<file path="src/rtl/mem_arb_pkg.sv">
// Shared types for the unified-memory port arbiter: FSM states, owner encoding and the all-ones byte-enable mask.
package mem_arb_pkg;

  typedef enum logic [1:0] {
    ST_IDLE  = 2'd0,
    ST_ISSUE = 2'd1,
    ST_WAIT  = 2'd2
  } arb_state_t;

  typedef enum logic {
    OWN_IF = 1'b0,
    OWN_LS = 1'b1
  } owner_t;

  // Wide enough for MEM_LAT-1 with MEM_LAT up to 4.
  localparam int CNT_W = 2;

  localparam int MAX_BE_W = 64;
  localparam logic [MAX_BE_W-1:0] BE_ALL = '1;

endpackage

</file>
<file path="src/rtl/mem_port_arbiter_if.sv">
// Bus bundle between the core's fetch/load-store ports, the arbiter and the unified memory.
interface mem_port_arbiter_if #(
  parameter int ADDR_W = 32,
  parameter int DATA_W = 32
);
  localparam int BE_W = DATA_W / 8;

  logic              if_req;
  logic [ADDR_W-1:0] if_addr;
  logic              if_gnt;
  logic              if_rvalid;
  logic [DATA_W-1:0] if_rdata;

  logic              ls_req;
  logic              ls_we;
  logic [ADDR_W-1:0] ls_addr;
  logic [DATA_W-1:0] ls_wdata;
  logic [BE_W-1:0]   ls_be;
  logic              ls_gnt;
  logic              ls_rvalid;
  logic [DATA_W-1:0] ls_rdata;

  logic              mem_en;
  logic              mem_we;
  logic [ADDR_W-1:0] mem_addr;
  logic [DATA_W-1:0] mem_wdata;
  logic [BE_W-1:0]   mem_be;
  logic [DATA_W-1:0] mem_rdata;

  modport slave (
    input  if_req, if_addr,
    output if_gnt, if_rvalid, if_rdata,
    input  ls_req, ls_we, ls_addr, ls_wdata, ls_be,
    output ls_gnt, ls_rvalid, ls_rdata,
    output mem_en, mem_we, mem_addr, mem_wdata, mem_be,
    input  mem_rdata
  );

  modport master (
    output if_req, if_addr,
    input  if_gnt, if_rvalid, if_rdata,
    output ls_req, ls_we, ls_addr, ls_wdata, ls_be,
    input  ls_gnt, ls_rvalid, ls_rdata,
    input  mem_en, mem_we, mem_addr, mem_wdata, mem_be,
    output mem_rdata
  );

endinterface

</file>
<file path="src/rtl/mem_arb_pick.sv">
// Combinational winner selection between fetch and load/store requests.
// MEM_PORT_ARB_RR_EN: round-robin on contention; otherwise LS always beats IF.
module mem_arb_pick
  import mem_arb_pkg::*;
(
  input  logic   if_req,
  input  logic   ls_req,
  input  owner_t last,
  output logic   win_valid,
  output owner_t win_owner
);

`ifdef MEM_PORT_ARB_RR_EN
  always_comb begin
    win_valid = if_req | ls_req;
    win_owner = ls_req ? OWN_LS : OWN_IF;
    if (if_req && ls_req) begin
      win_owner = (last == OWN_IF) ? OWN_LS : OWN_IF;
    end
  end
`else
  logic unused_last;
  assign unused_last = last;

  always_comb begin
    win_valid = if_req | ls_req;
    win_owner = ls_req ? OWN_LS : OWN_IF;
  end
`endif

endmodule

</file>
<file path="src/rtl/mem_port_arbiter.sv">
// Unified-memory arbiter: one outstanding IF or LS access, registered memory strobes, fixed MEM_LAT read latency.
// Build option MEM_PORT_ARB_RR_EN selects round-robin instead of fixed LS-over-IF priority.
module mem_port_arbiter
  import mem_arb_pkg::*;
#(
  parameter int ADDR_W  = 32,
  parameter int DATA_W  = 32,
  parameter int MEM_LAT = 1
) (
  input  logic              clk,
  input  logic              reset,
  mem_port_arbiter_if.slave bus
);

  localparam int BE_W = DATA_W / 8;
  localparam logic [CNT_W-1:0] LAT_M1 = CNT_W'(MEM_LAT - 1);

  arb_state_t        state;
  logic [CNT_W-1:0]  cnt;
  owner_t            owner;
  owner_t            last;

  logic              win_valid;
  owner_t            win_owner;
  logic              take;
  logic              done_next;

  logic              mem_en_q;
  logic              mem_we_q;
  logic [ADDR_W-1:0] mem_addr_q;
  logic [DATA_W-1:0] mem_wdata_q;
  logic [BE_W-1:0]   mem_be_q;

  logic              if_gnt_q;
  logic              ls_gnt_q;
  logic              if_rvalid_q;
  logic              ls_rvalid_q;
  logic [DATA_W-1:0] if_rd_q;
  logic [DATA_W-1:0] ls_rd_q;
  logic [DATA_W-1:0] ls_rdata_w;

  mem_arb_pick u_pick (
    .if_req    (bus.if_req),
    .ls_req    (bus.ls_req),
    .last      (last),
    .win_valid (win_valid),
    .win_owner (win_owner)
  );

  // Arbitration happens in IDLE and in the final WAIT cycle, so back-to-back grants are MEM_LAT+1 apart.
  assign take = win_valid && ((state == ST_IDLE) || (state == ST_WAIT && cnt == '0));

  // True when the next cycle is the final WAIT cycle, i.e. the cycle the memory data is valid.
  assign done_next = ((state == ST_ISSUE) && (MEM_LAT == 1)) ||
                     ((state == ST_WAIT) && (cnt == CNT_W'(1)));

  always_ff @(posedge clk or negedge reset) begin
    if (!reset) begin
      state       <= ST_IDLE;
      cnt         <= '0;
      owner       <= OWN_IF;
      mem_en_q    <= 1'b0;
      mem_we_q    <= 1'b0;
      mem_addr_q  <= '0;
      mem_wdata_q <= '0;
      mem_be_q    <= '0;
      if_gnt_q    <= 1'b0;
      ls_gnt_q    <= 1'b0;
      if_rvalid_q <= 1'b0;
      ls_rvalid_q <= 1'b0;
      if_rd_q     <= '0;
      ls_rd_q     <= '0;
    end else begin
      mem_en_q    <= 1'b0;
      if_gnt_q    <= 1'b0;
      ls_gnt_q    <= 1'b0;
      if_rvalid_q <= done_next && (owner == OWN_IF);
      ls_rvalid_q <= done_next && (owner == OWN_LS);

      if (if_rvalid_q) if_rd_q <= bus.mem_rdata;
      if (ls_rvalid_q) ls_rd_q <= ls_rdata_w;

      unique case (state)
        ST_IDLE: state <= ST_IDLE;
        ST_ISSUE: begin
          state <= ST_WAIT;
          cnt   <= LAT_M1;
        end
        ST_WAIT: begin
          if (cnt != '0) cnt   <= cnt - 1'b1;
          else           state <= ST_IDLE;
        end
        default: state <= ST_IDLE;
      endcase

      if (take) begin
        state       <= ST_ISSUE;
        owner       <= win_owner;
        mem_en_q    <= 1'b1;
        if_gnt_q    <= (win_owner == OWN_IF);
        ls_gnt_q    <= (win_owner == OWN_LS);
        mem_we_q    <= (win_owner == OWN_LS) && bus.ls_we;
        mem_addr_q  <= (win_owner == OWN_LS) ? bus.ls_addr : bus.if_addr;
        mem_wdata_q <= (win_owner == OWN_LS) ? bus.ls_wdata : '0;
        mem_be_q    <= (win_owner == OWN_LS) ? bus.ls_be : BE_ALL[BE_W-1:0];
      end
    end
  end

`ifdef MEM_PORT_ARB_RR_EN
  always_ff @(posedge clk or negedge reset) begin
    if (!reset) begin
      last <= OWN_IF;
    end else if (take) begin
      last <= win_owner;
    end
  end
`else
  assign last = OWN_IF;
`endif

  // Read data is forwarded from memory in the rvalid cycle and held afterwards; stores report zero.
  assign ls_rdata_w    = mem_we_q ? '0 : bus.mem_rdata;
  assign bus.if_rdata  = if_rvalid_q ? bus.mem_rdata : if_rd_q;
  assign bus.ls_rdata  = ls_rvalid_q ? ls_rdata_w : ls_rd_q;

  assign bus.if_gnt    = if_gnt_q;
  assign bus.ls_gnt    = ls_gnt_q;
  assign bus.if_rvalid = if_rvalid_q;
  assign bus.ls_rvalid = ls_rvalid_q;
  assign bus.mem_en    = mem_en_q;
  assign bus.mem_we    = mem_we_q;
  assign bus.mem_addr  = mem_addr_q;
  assign bus.mem_wdata = mem_wdata_q;
  assign bus.mem_be    = mem_be_q;

endmodule
</file>
<file path="src/flat_wrapper.sv">
// flat-port wrapper written by rule: the top's interface ports become plain ports
module mem_port_arbiter_flat import mem_arb_pkg::*;
#(
  parameter int ADDR_W  = 32,
  parameter int DATA_W  = 32,
  parameter int MEM_LAT = 1
)
  (clk, reset, bus_if_req, bus_if_addr, bus_if_gnt, bus_if_rvalid, bus_if_rdata, bus_ls_req, bus_ls_we, bus_ls_addr, bus_ls_wdata, bus_ls_be, bus_ls_gnt, bus_ls_rvalid, bus_ls_rdata, bus_mem_en, bus_mem_we, bus_mem_addr, bus_mem_wdata, bus_mem_be, bus_mem_rdata);
  mem_port_arbiter_if #(.ADDR_W(ADDR_W), .DATA_W(DATA_W)) bus_i ();
  input  logic clk;
  input  logic reset;
  input wire logic [$bits(bus_i.if_req)-1:0] bus_if_req;
  input wire logic [$bits(bus_i.if_addr)-1:0] bus_if_addr;
  output wire logic [$bits(bus_i.if_gnt)-1:0] bus_if_gnt;
  output wire logic [$bits(bus_i.if_rvalid)-1:0] bus_if_rvalid;
  output wire logic [$bits(bus_i.if_rdata)-1:0] bus_if_rdata;
  input wire logic [$bits(bus_i.ls_req)-1:0] bus_ls_req;
  input wire logic [$bits(bus_i.ls_we)-1:0] bus_ls_we;
  input wire logic [$bits(bus_i.ls_addr)-1:0] bus_ls_addr;
  input wire logic [$bits(bus_i.ls_wdata)-1:0] bus_ls_wdata;
  input wire logic [$bits(bus_i.ls_be)-1:0] bus_ls_be;
  output wire logic [$bits(bus_i.ls_gnt)-1:0] bus_ls_gnt;
  output wire logic [$bits(bus_i.ls_rvalid)-1:0] bus_ls_rvalid;
  output wire logic [$bits(bus_i.ls_rdata)-1:0] bus_ls_rdata;
  output wire logic [$bits(bus_i.mem_en)-1:0] bus_mem_en;
  output wire logic [$bits(bus_i.mem_we)-1:0] bus_mem_we;
  output wire logic [$bits(bus_i.mem_addr)-1:0] bus_mem_addr;
  output wire logic [$bits(bus_i.mem_wdata)-1:0] bus_mem_wdata;
  output wire logic [$bits(bus_i.mem_be)-1:0] bus_mem_be;
  input wire logic [$bits(bus_i.mem_rdata)-1:0] bus_mem_rdata;
  assign bus_i.if_req = bus_if_req;
  assign bus_i.if_addr = bus_if_addr;
  assign bus_if_gnt = bus_i.if_gnt;
  assign bus_if_rvalid = bus_i.if_rvalid;
  assign bus_if_rdata = bus_i.if_rdata;
  assign bus_i.ls_req = bus_ls_req;
  assign bus_i.ls_we = bus_ls_we;
  assign bus_i.ls_addr = bus_ls_addr;
  assign bus_i.ls_wdata = bus_ls_wdata;
  assign bus_i.ls_be = bus_ls_be;
  assign bus_ls_gnt = bus_i.ls_gnt;
  assign bus_ls_rvalid = bus_i.ls_rvalid;
  assign bus_ls_rdata = bus_i.ls_rdata;
  assign bus_mem_en = bus_i.mem_en;
  assign bus_mem_we = bus_i.mem_we;
  assign bus_mem_addr = bus_i.mem_addr;
  assign bus_mem_wdata = bus_i.mem_wdata;
  assign bus_mem_be = bus_i.mem_be;
  assign bus_i.mem_rdata = bus_mem_rdata;
  mem_port_arbiter #(.ADDR_W(ADDR_W), .DATA_W(DATA_W), .MEM_LAT(MEM_LAT)) u_core (.clk(clk), .reset(reset), .bus(bus_i));
endmodule
</file>
<file path="config.mk">
export PLATFORM = sky130hd
export DESIGN_NAME = mem_port_arbiter_flat
export DESIGN_NICKNAME = d
export VERILOG_FILES = /design/src/rtl/mem_arb_pkg.sv /design/src/rtl/mem_port_arbiter_if.sv /design/src/rtl/mem_arb_pick.sv /design/src/rtl/mem_port_arbiter.sv /design/src/flat_wrapper.sv
export SDC_FILE = /design/constraint.sdc
export NUM_CORES = 1
export LEC_CHECK = 0
export ABC_CLOCK_PERIOD_IN_PS = 3940
export CORE_MARGIN = 4
export CORE_UTILIZATION = 40
export DETAILED_ROUTE_END_ITERATION = 6
export PLACE_DENSITY = 0.8
export RECOVER_POWER = 50
export SLEW_MARGIN = 20
export SYNTH_ARGS = -nofsm -noshare
export SYNTH_HDL_FRONTEND = slang
export SYNTH_HIERARCHICAL = 1
export SYNTH_SLANG_ARGS = --single-unit
</file>
<file path="constraint.sdc">
create_clock -name clk -period 3.94 [get_ports clk]
set_input_delay 0.788 -clock clk [delete_from_list [all_inputs] [get_ports clk]]
set_output_delay 0.788 -clock clk [all_outputs]
set_load 0.05 [all_outputs]
</file>
# Word-level counts from Yosys, hierarchy flattened
# Cells that the tools add are included.
# word_totals
mem_bits_rw,0
in_bits,137
latch_bits,0
wordCells,51
romBits,0
n_memories,0
regBits,143
out_inout_bits,138
# op_classes
n_shift,0
n_eq_ne,5
n_addsub,1
magnitude_cmp,0
bitwise_logic,3
div,0
mul,0
n_mux,15
reduce_logical,13
# ops
operator,count
$mux W32,5
$pmux W2 S2,2
$logic_and A1 B1 Y1,6
$mux W2,3
$eq A2 B1 Y1 const B,2
$logic_not A2 Y1,2
$mux W1,4
$mux W4,1
$reduce_bool A2 Y1,2
$ne A3 B2 Y1 const B,1
$eq A2 B2 Y1 const B,1
$logic_or A1 B1 Y1,2
$ne A2 B2 Y1 const B,1
$not A1 Y1,2
$reduce_and A2 Y1,1
$sub A2 B1 Y2 const B,1
$or A1 B1 Y1,1

# Longest topological paths before layout
# Gate-level depths: netlist of run 1.
# depth
depth_word,5
depth_mapped,7
ltp_nobuf,5

# Cells and area by module
# Netlist of run 1, hierarchy kept.
# modules_own_cells
module,area_per_inst_um2,seq_area_each_um2,cells_each,n_inst
mem_port_arbiter,6182.2,3578.4,494,1
mem_arb_pick,13.8,0.0,2,1

# Least setup slack after synthesis of run 1
# OpenSTA, ideal clock, no wires.
# synth_path
path_type,reg2out
from,"register u_core.ls_rvalid_q, in the netlist u_core/bus.ls_rvalid"
to,output bus_ls_rdata[12]
required_ns,3.152
path_stages_with_launch,3
n_path_buf,1
t_arrival_ns,1.996
path_slack_ns,1.156
path_cell_list,dfrtp_1 -> clkbuf_1 -> o21ai_0
# synth_via
elab_chain_len,1
# synth_rtl
item,line_no,source
"start, declared",mem_port_arbiter.sv:37,logic ls_rvalid_q;
"start signal, assigned",mem_port_arbiter.sv:78,ls_rvalid_q <= done_next && (owner == OWN_LS);
$mux W32,--,
"end, declared",flat_wrapper.sv:24,output wire logic [$bits(bus_i.ls_rdata)-1:0] bus_ls_rdata;
# Every way passes these cells.

# Final worst setup path of run 1
# layout_path
from,"register u_core.mem_we_q, in the netlist u_core/bus.mem_we"
to,output bus_ls_rdata[20]
# layout_via
elab_chain_len,2
# layout_rtl
item,line_no,source
"start, declared",mem_port_arbiter.sv:29,logic mem_we_q;
"start signal, assigned",mem_port_arbiter.sv:102,mem_we_q <= (win_owner == OWN_LS) && bus.ls_we;
$mux W32,mem_port_arbiter.sv:123,assign ls_rdata_w = mem_we_q ? '0 : bus.mem_rdata;
$mux W32,--,
# Every way passes these cells.

==> results of run 1 <==
flip-flops by register name, summed over array words and instances (netlist names):
register / cells
u_core/cnt: 2
u_core/bus.mem_wdata: 32
u_core/bus.mem_addr: 32
u_core/bus.mem_be: 4
u_core/bus.mem_en: 1
u_core/owner: 1
u_core/bus.mem_we: 1
u_core/bus.if_gnt: 1
u_core/ls_rd_q: 32
u_core/if_rd_q: 32
u_core/bus.ls_gnt: 1
u_core/state: 2
u_core/bus.ls_rvalid: 1
u_core/bus.if_rvalid: 1
worst max-delay path: stages (launching register included):
cell	delay, ns
dfrtp_1	0.46
nor2b_2	0.14
buf_4	0.34
nand2_1	0.09
o21ai_0	0.14
clkdlybuf4s50_1	0.89
cell type report:
| cell class | count | area, sq um |
|---|---|---|
| Clock buffer | 19 | 443 |
| Clock inverter | 13 | 161 |
| Fill cell | 1171 | 5550 |
| Inverter | 67 | 251 |
| Multi-Input combinational cell | 258 | 2190 |
| Sequential cell | 143 | 3580 |
| Tap cell | 188 | 235 |
| Timing Repair Buffer | 282 | 2790 |
per-stage QoR:
stage	std cells	hold slack, ns	setup slack, ns
3_5_place_dp	938	0.436	0.744
3_3_place_gp	938	0.429	0.765
5_1_grt	970	0.485	0.515
4_1_cts	970	0.444	0.656
6_report	970	0.448	0.670
2_1_floorplan	495	0.414	1.16
layer usage:
metal  GRT usage  up-vias
li1            -     2145
met1       0.224     2241
met2       0.334      163
met3      0.0589       20
met4      0.0520        0
met5           0        -
worst paths after layout:
check	endpoint	slack, ns	depth (start not counted)
max	bus_ls_rdata[20]	0.67	5
min	u_core/bus.if_rvalid	0.45	1
max reg2reg	u_core/bus.mem_be[3]	1.62	6
min reg2reg	u_core/bus.if_rvalid	0.45	1
max in group asynchronous	u_core/bus.mem_addr[25]	1.15	2
min in group asynchronous	u_core/if_rd_q[13]	1.19	1
where the power goes:
part | leakage [nW] | switching, W | internal [W] | total [W]
Clock | 0.286 | 0.000611 | 0.00101 | 0.00162
Combinational | 2.23 | 0.00211 | 0.00112 | 0.00323
Sequential | 1.75 | 0.000153 | 0.00188 | 0.00203
Total | 4.27 | 0.00288 | 0.00401 | 0.00689
==> results.ini, run 1 <==
[route]
wl_met3_um = 1020
top_layer = met4
dr_total_vias = 4569
drt_wl_total_um = 16600
wl_met1_um = 6810
firstDrtPassIters = 4
drt_iter0_markers = 229
viasPerCell = 4.71
wire_per_inst_um = 17.1
antenna_left = 0
drc = 0
wl_met2_um = 8560

[sta]
fin_setup_tns_ns = 0
clock.fmax_mhz = 306
rsz0062_at_grt = false
hold_viol = 0
period_minus_slack_ns = 3.27
slew_violations = 108
relSlewSlack = -0.732
skew_ns = 0.00754
tightest_slew_ns = 2.60
finalSetupViolations = 0
fin_crit_sh = 0.830

[flow_run]
maxCapViolCount = 1

[die]
initial_core_util = 0.407
die_h_um = 132
dieArea_sq_um = 17500
ioPinCount = 275
fp.coreArea_sq_um = 15200
die_w_um = 132
std_cell_rows = 45

[cells_and_area]
mostFrequentLayoutCells = clkdlybuf4s50_1, dfrtp_1, inv_1, nand2_1, mux2_2
final_common_cell = clkdlybuf4s50_1
drive_gt1_frac = 0.148
layout.nets = 908
diodes = 0
post-route-util = 0.635
finalInstanceArea_sq_um = 9650
area_growth_pct = 55.8

[yosys]
synth_cells = 495
yosys_warnings = 6
syn_avg_cell_area_sq_um = 12.5
syn-cell-area_sq_um = 6190
syn-num-nets = 634

[cts]
postCtsSetupBuffers = 0
cts_hold_buf = 0
cts_root_buffer = clkbuf_16
insertion_delay_ns = 0.41
clock_sinks = 143
tritoncts = built
cts_buffers = 17
cts-htree-levels = 4
clkSlewWorstSetupHoldPaths_ns = 0.06
post_cts_resized = 0
clk_path_buf_depth = 2

[critical_path]
worstSetupStartpoint = u_core/bus.mem_we
crit_arrival_ns = 2.48
cp_max_fo = 31
worst-endpoint-required_ns = 3.15
end_kind = primary output
critPathKind = flop to primary output
reg2reg_from = u_core/cnt[0]
startpoint_type = flop

[min_path]
hold_class = flop to flop
min_from = u_core/owner

[global_routing]
antenna_found_initial = 0
grt_pass1_vias = 4994
grt_util_all_layers = 0.189
overflow = 0
grt_pass1_wl_um = 26400
grt_max_degree = 108

[run_status]
status = finished with violations
violations = max-capacitance violations, max-slew violations

[pwr]
leakage_nw = 4.27
vdd_ir_drop_max_v = 0.000355
power_density_nw_per_um2 = 714
fin_total_pwr_w = 0.00689

[placed_design]
gp_congestion = 0.757
post_dp_cell_area_sq_um = 9060
hpwl_um = 12000
io_buffers = 274

Power figures use the tool's default switching activity.
==> run 2: changes to the inputs <==
Settings changed: ABC_CLOCK_PERIOD_IN_PS 3940 to 2700, CORE_UTILIZATION 40 to 38.
Clock period 3.94 ns to 2.7 ns, I/O delays scaled along.
==> results.ini, run 2 (same netlist as run 1, synthesis figures left out) <==
[critical_path]
worst-endpoint-required_ns = 2.16
cp_slowest_cell = dfrtp_1
critPathKind = flop to primary output
worstPathCellList = nor2b_2 -> buf_4 -> nand2_1 -> o21ai_0 -> buf_12
startpoint_type = flop
crit_family = buffers and inverters
path_buf_inv = 2
cp_max_fo = 31
crit_arrival_ns = 1.91
cp_slowest_stage_delay_ns = 0.47
end_kind = primary output

[sta]
fin_crit_sh = 0.906
rsz0062_at_grt = false
slew_violations = 0
finalSetupViolations = 0
hold_viol = 0
relSlewSlack = 0.200
tightest_slew_ns = 1.20
fin_setup_tns_ns = 0
period_minus_slack_ns = 2.45
skew_ns = 0.00826
final.setup.worst_slack_ns = 0.254
clock.fmax_mhz = 409
whs_ns = 0.358

[global_routing]
grt_pass1_vias = 4931
grt_max_degree = 69
grt_util_all_layers = 0.185
antenna_found_initial = 0
grt_pass1_wl_um = 26500
overflow = 0

[route]
drc = 0
drt_iter0_markers = 160
firstDrtPassIters = 4
drt_wl_total_um = 16900
antenna_left = 0
dr_total_vias = 4567
viasPerCell = 4.55
wire_per_inst_um = 16.8

[cts]
post_cts_resized = 0
clkSlewWorstSetupHoldPaths_ns = 0.06
insertion_delay_ns = 0.41
clock_sinks = 143
postCtsSetupBuffers = 0
cts-htree-levels = 4
clk_path_buf_depth = 2
cts_root_buffer = clkbuf_16
tritoncts = built
cts_hold_buf = 0
cts_buffers = 17

[die]
std_cell_rows = 46
fp.coreArea_sq_um = 15900
die_w_um = 136
initial_core_util = 0.388
ioPinCount = 275
die_h_um = 136
dieArea_sq_um = 18400

[cells_and_area]
layout.nets = 914
area_growth_pct = 66.6
diodes = 0
finalInstanceArea_sq_um = 10300
drive_gt1_frac = 0.230
fillers = 1187
mostFrequentLayoutCells = clkdlybuf4s50_1, dfrtp_1, inv_1, nand2_1, buf_12
final_common_cell = clkdlybuf4s50_1

[min_path]
hold_class = primary input to asynchronous set/reset pin

[run_status]
status = finished, final reports clean

[pwr]
power_density_nw_per_um2 = 1070
leakage_nw = 4.62
vdd_ir_drop_max_v = 0.000527
fin_total_pwr_w = 0.0110

[placed_design]
place_ws_ns = 0.489
io_buffers = 274
gp_congestion = 0.781
hpwl_um = 12600
post_dp_cell_area_sq_um = 9760

[flow_run]
maxCapViolCount = 0

run 2: cell types whose count changed in the layout (fill, tap and decap cells not counted), sizes merged:
cell           delta
inv               -2
bufinv            -1
clkdlybuf4s50    -65
buf              +71
clkbuf            +4
clkinvlp          -1
dlygate4sd3       -1
run 2: path summary, 6_finish.rpt:
kind                       slack [ns]                  endpoint  cells after the start              start
max                              0.25          bus_ls_rdata[31]                      5  u_core/bus.mem_we
min                              0.36    u_core/bus.mem_addr[1]                      1              reset
max reg2reg                      0.73      u_core/bus.mem_be[3]                      6      u_core/cnt[0]
min reg2reg                      0.45      u_core/bus.if_rvalid                      1       u_core/owner
max in group asynchronous        0.69  u_core/bus.mem_wdata[13]                      2              reset
min in group clk                 0.45      u_core/bus.if_rvalid                      1       u_core/owner
run 2: worst reg2reg max path, delay by kind of cell, from the launching register on:
| kind | cells | cell delay [ns] |
|---|---|---|
| DFF | 1 | 0.40 |
| and+or+nand+nor | 2 | 0.55 |
| buffers and inverters | 2 | 0.33 |
| adders and majority gates | 1 | 0.21 |
| muxes | 1 | 0.36 |
run 2: power breakdown:
part	internal (W)	switching, W
Clock	0.00143	0.000869
Sequential	0.00275	0.000232
Combinational	0.00243	0.00329
run 2: metal layers:
layer  up-vias  GRT usage  wire (um)
met5         -          0          0
met3        14     0.0728       1530
met4         0     0.0532        176
met2       175      0.311       8340
met1      2210      0.221       6830
li1       2168          -          -
run 2: final cells by class:
| type | count | area [sq um] | share of cell area |
|---|---|---|---|
| Timing Repair Buffer | 288 | 3440 | 0.333 |
| Clock inverter | 9 | 110 | 0.0107 |
| Sequential cell | 143 | 3580 | 0.347 |
| Multi-Input combinational cell | 258 | 2190 | 0.212 |
| Tap cell | 216 | 270 | 0.0262 |
| Clock buffer | 22 | 474 | 0.0460 |
| Inverter | 67 | 251 | 0.0244 |
run 2: metrics by stage:
stage | std cells | utilization
finish | 1003 | 0.647
global route | 1003 | 0.647
CTS | 1003 | 0.649
detailed placement | 972 | 0.612
global placement | 972 | 0.612
floorplan | 495 | -
==> run 3: changes to the inputs <==
Settings changed: PLACE_DENSITY 0.8 to 0.78.
==> results.ini, run 3 (same netlist as run 1, synthesis figures left out) <==
[cts]
insertion_delay_ns = 0.42
cts_hold_buf = 0
cts_buffers = 17
postCtsSetupBuffers = 0
clkSlewWorstSetupHoldPaths_ns = 0.06
post_cts_resized = 0
clock_sinks = 143
clk_path_buf_depth = 2
cts_root_buffer = clkbuf_16
tritoncts = built
cts-htree-levels = 4

[min_path]
hold_class = primary input to asynchronous set/reset pin

[route]
firstDrtPassIters = 4
drt_iter0_markers = 116
antenna_left = 0
dr_total_vias = 4676
drt_wl_total_um = 17900
viasPerCell = 4.66
drc = 0
wire_per_inst_um = 17.8

[global_routing]
grt.met2_usage = 0.330
grt_max_degree = 60
antenna_found_initial = 1
grtUsageMet1 = 0.227
top_usage_layer = met2
grt_util_all_layers = 0.192
grt_pass1_vias = 5120
grt_pass1_wl_um = 27200
overflow = 0
gr-usage-met3 = 0.0654

[sta]
skew_ns = 0.00533
clock.fmax_mhz = 420
rsz0062_at_grt = false
tightest_slew_ns = 1.42
hold_viol = 0
fin_crit_sh = 0.882
period_minus_slack_ns = 2.38
whs_ns = 0.428
finalSetupViolations = 0
fin_setup_tns_ns = 0
final.setup.worst_slack_ns = 0.318
relSlewSlack = 0.0512
slew_violations = 0

[placed_design]
hpwl_um = 13400
gp_congestion = 0.797
io_buffers = 274
post_dp_cell_area_sq_um = 9750
dp.cells = 971
place_ws_ns = 0.466

[die]
std_cell_rows = 46
die_w_um = 136
die_h_um = 136
dieArea_sq_um = 18400
ioPinCount = 275
fp.coreArea_sq_um = 15900
initial_core_util = 0.388

[critical_path]
crit_arrival_ns = 1.84
end_kind = primary output
cp_max_fo = 31
ff2ff_path_depth = 6
worst-endpoint-required_ns = 2.16
startpoint_type = flop
critPathKind = flop to primary output

[cells_and_area]
area_growth_pct = 66.7
mostFrequentLayoutCells = clkdlybuf4s50_1, dfrtp_1, inv_1, nand2_1, buf_12
layout.nets = 913
fin_cells = 1003
drive_gt1_frac = 0.233
diodes = 0
finalInstanceArea_sq_um = 10300
final_common_cell = clkdlybuf4s50_1

[pwr]
power_density_nw_per_um2 = 1070
vdd_ir_drop_max_v = 0.000585
leakage_nw = 4.63

[flow_run]
maxCapViolCount = 0

[run_status]
status = finished, final reports clean

## run 3: cell count changes in the layout (fill, tap and decap cells not counted)
cell,previous run,this run
buf_4,15,14
clkbuf_1,4,2
clkbuf_2,1,2
clkbuf_8,3,4
clkinv_2,2,5
clkinv_4,2,0
clkinvlp_4,3,2
inv_6,0,1
## run 3: final timing paths
check | start | endpoint | slack [ns]
worst min register to register | u_core/owner | u_core/bus.if_rvalid | 0.46
worst min-delay path | reset | u_core/if_rd_q[16] | 0.43
max in group asynchronous | reset | u_core/bus.mem_addr[10] | 0.73
min in group clk | u_core/owner | u_core/bus.if_rvalid | 0.46
worst max-delay path | u_core/bus.mem_we | bus_ls_rdata[3] | 0.32
worst max register to register | u_core/cnt[0] | u_core/bus.mem_addr[31] | 0.70
## run 3: area by class of cell
cell class,instances,area (sq um)
Fill cell,1163,5620
Sequential cell,143,3580
Timing Repair Buffer,287,3430
Multi-Input combinational cell,258,2190
Clock buffer,22,484
Tap cell,216,270
Inverter,67,251
Clock inverter,10,109
## run 3: report_power, final
group          switching [W]  internal [W]  leakage, nW
sequential          0.000241       0.00275         1.75
combinational        0.00331       0.00243         2.59
clock               0.000878       0.00145        0.292
## run 3: through the flow
| step | util | total power (W) |
|---|---|---|
| 2_1_floorplan | - | 0.00608 |
| 3_3_place_gp | 0.612 | 0.00873 |
| 3_5_place_dp | 0.612 | 0.00885 |
| 4_1_cts | 0.649 | 0.0112 |
| 5_1_grt | 0.647 | 0.0115 |
| 6_report | 0.647 | 0.0111 |
## run 3: worst max-delay path, stage by stage, from the launching register on
cell and delay, ns:
dfrtp_1 0.43, nor2b_2 0.13, buf_4 0.34, nand2_1 0.11
o21ai_0 0.21, buf_12 0.20
## run 3: routing by layer
metal	vias to the layer above	part of all wire
li1	2165	-
met1	2288	0.40
met2	193	0.50
met3	28	0.075
met4	2	0.018
met5	-	0.00067
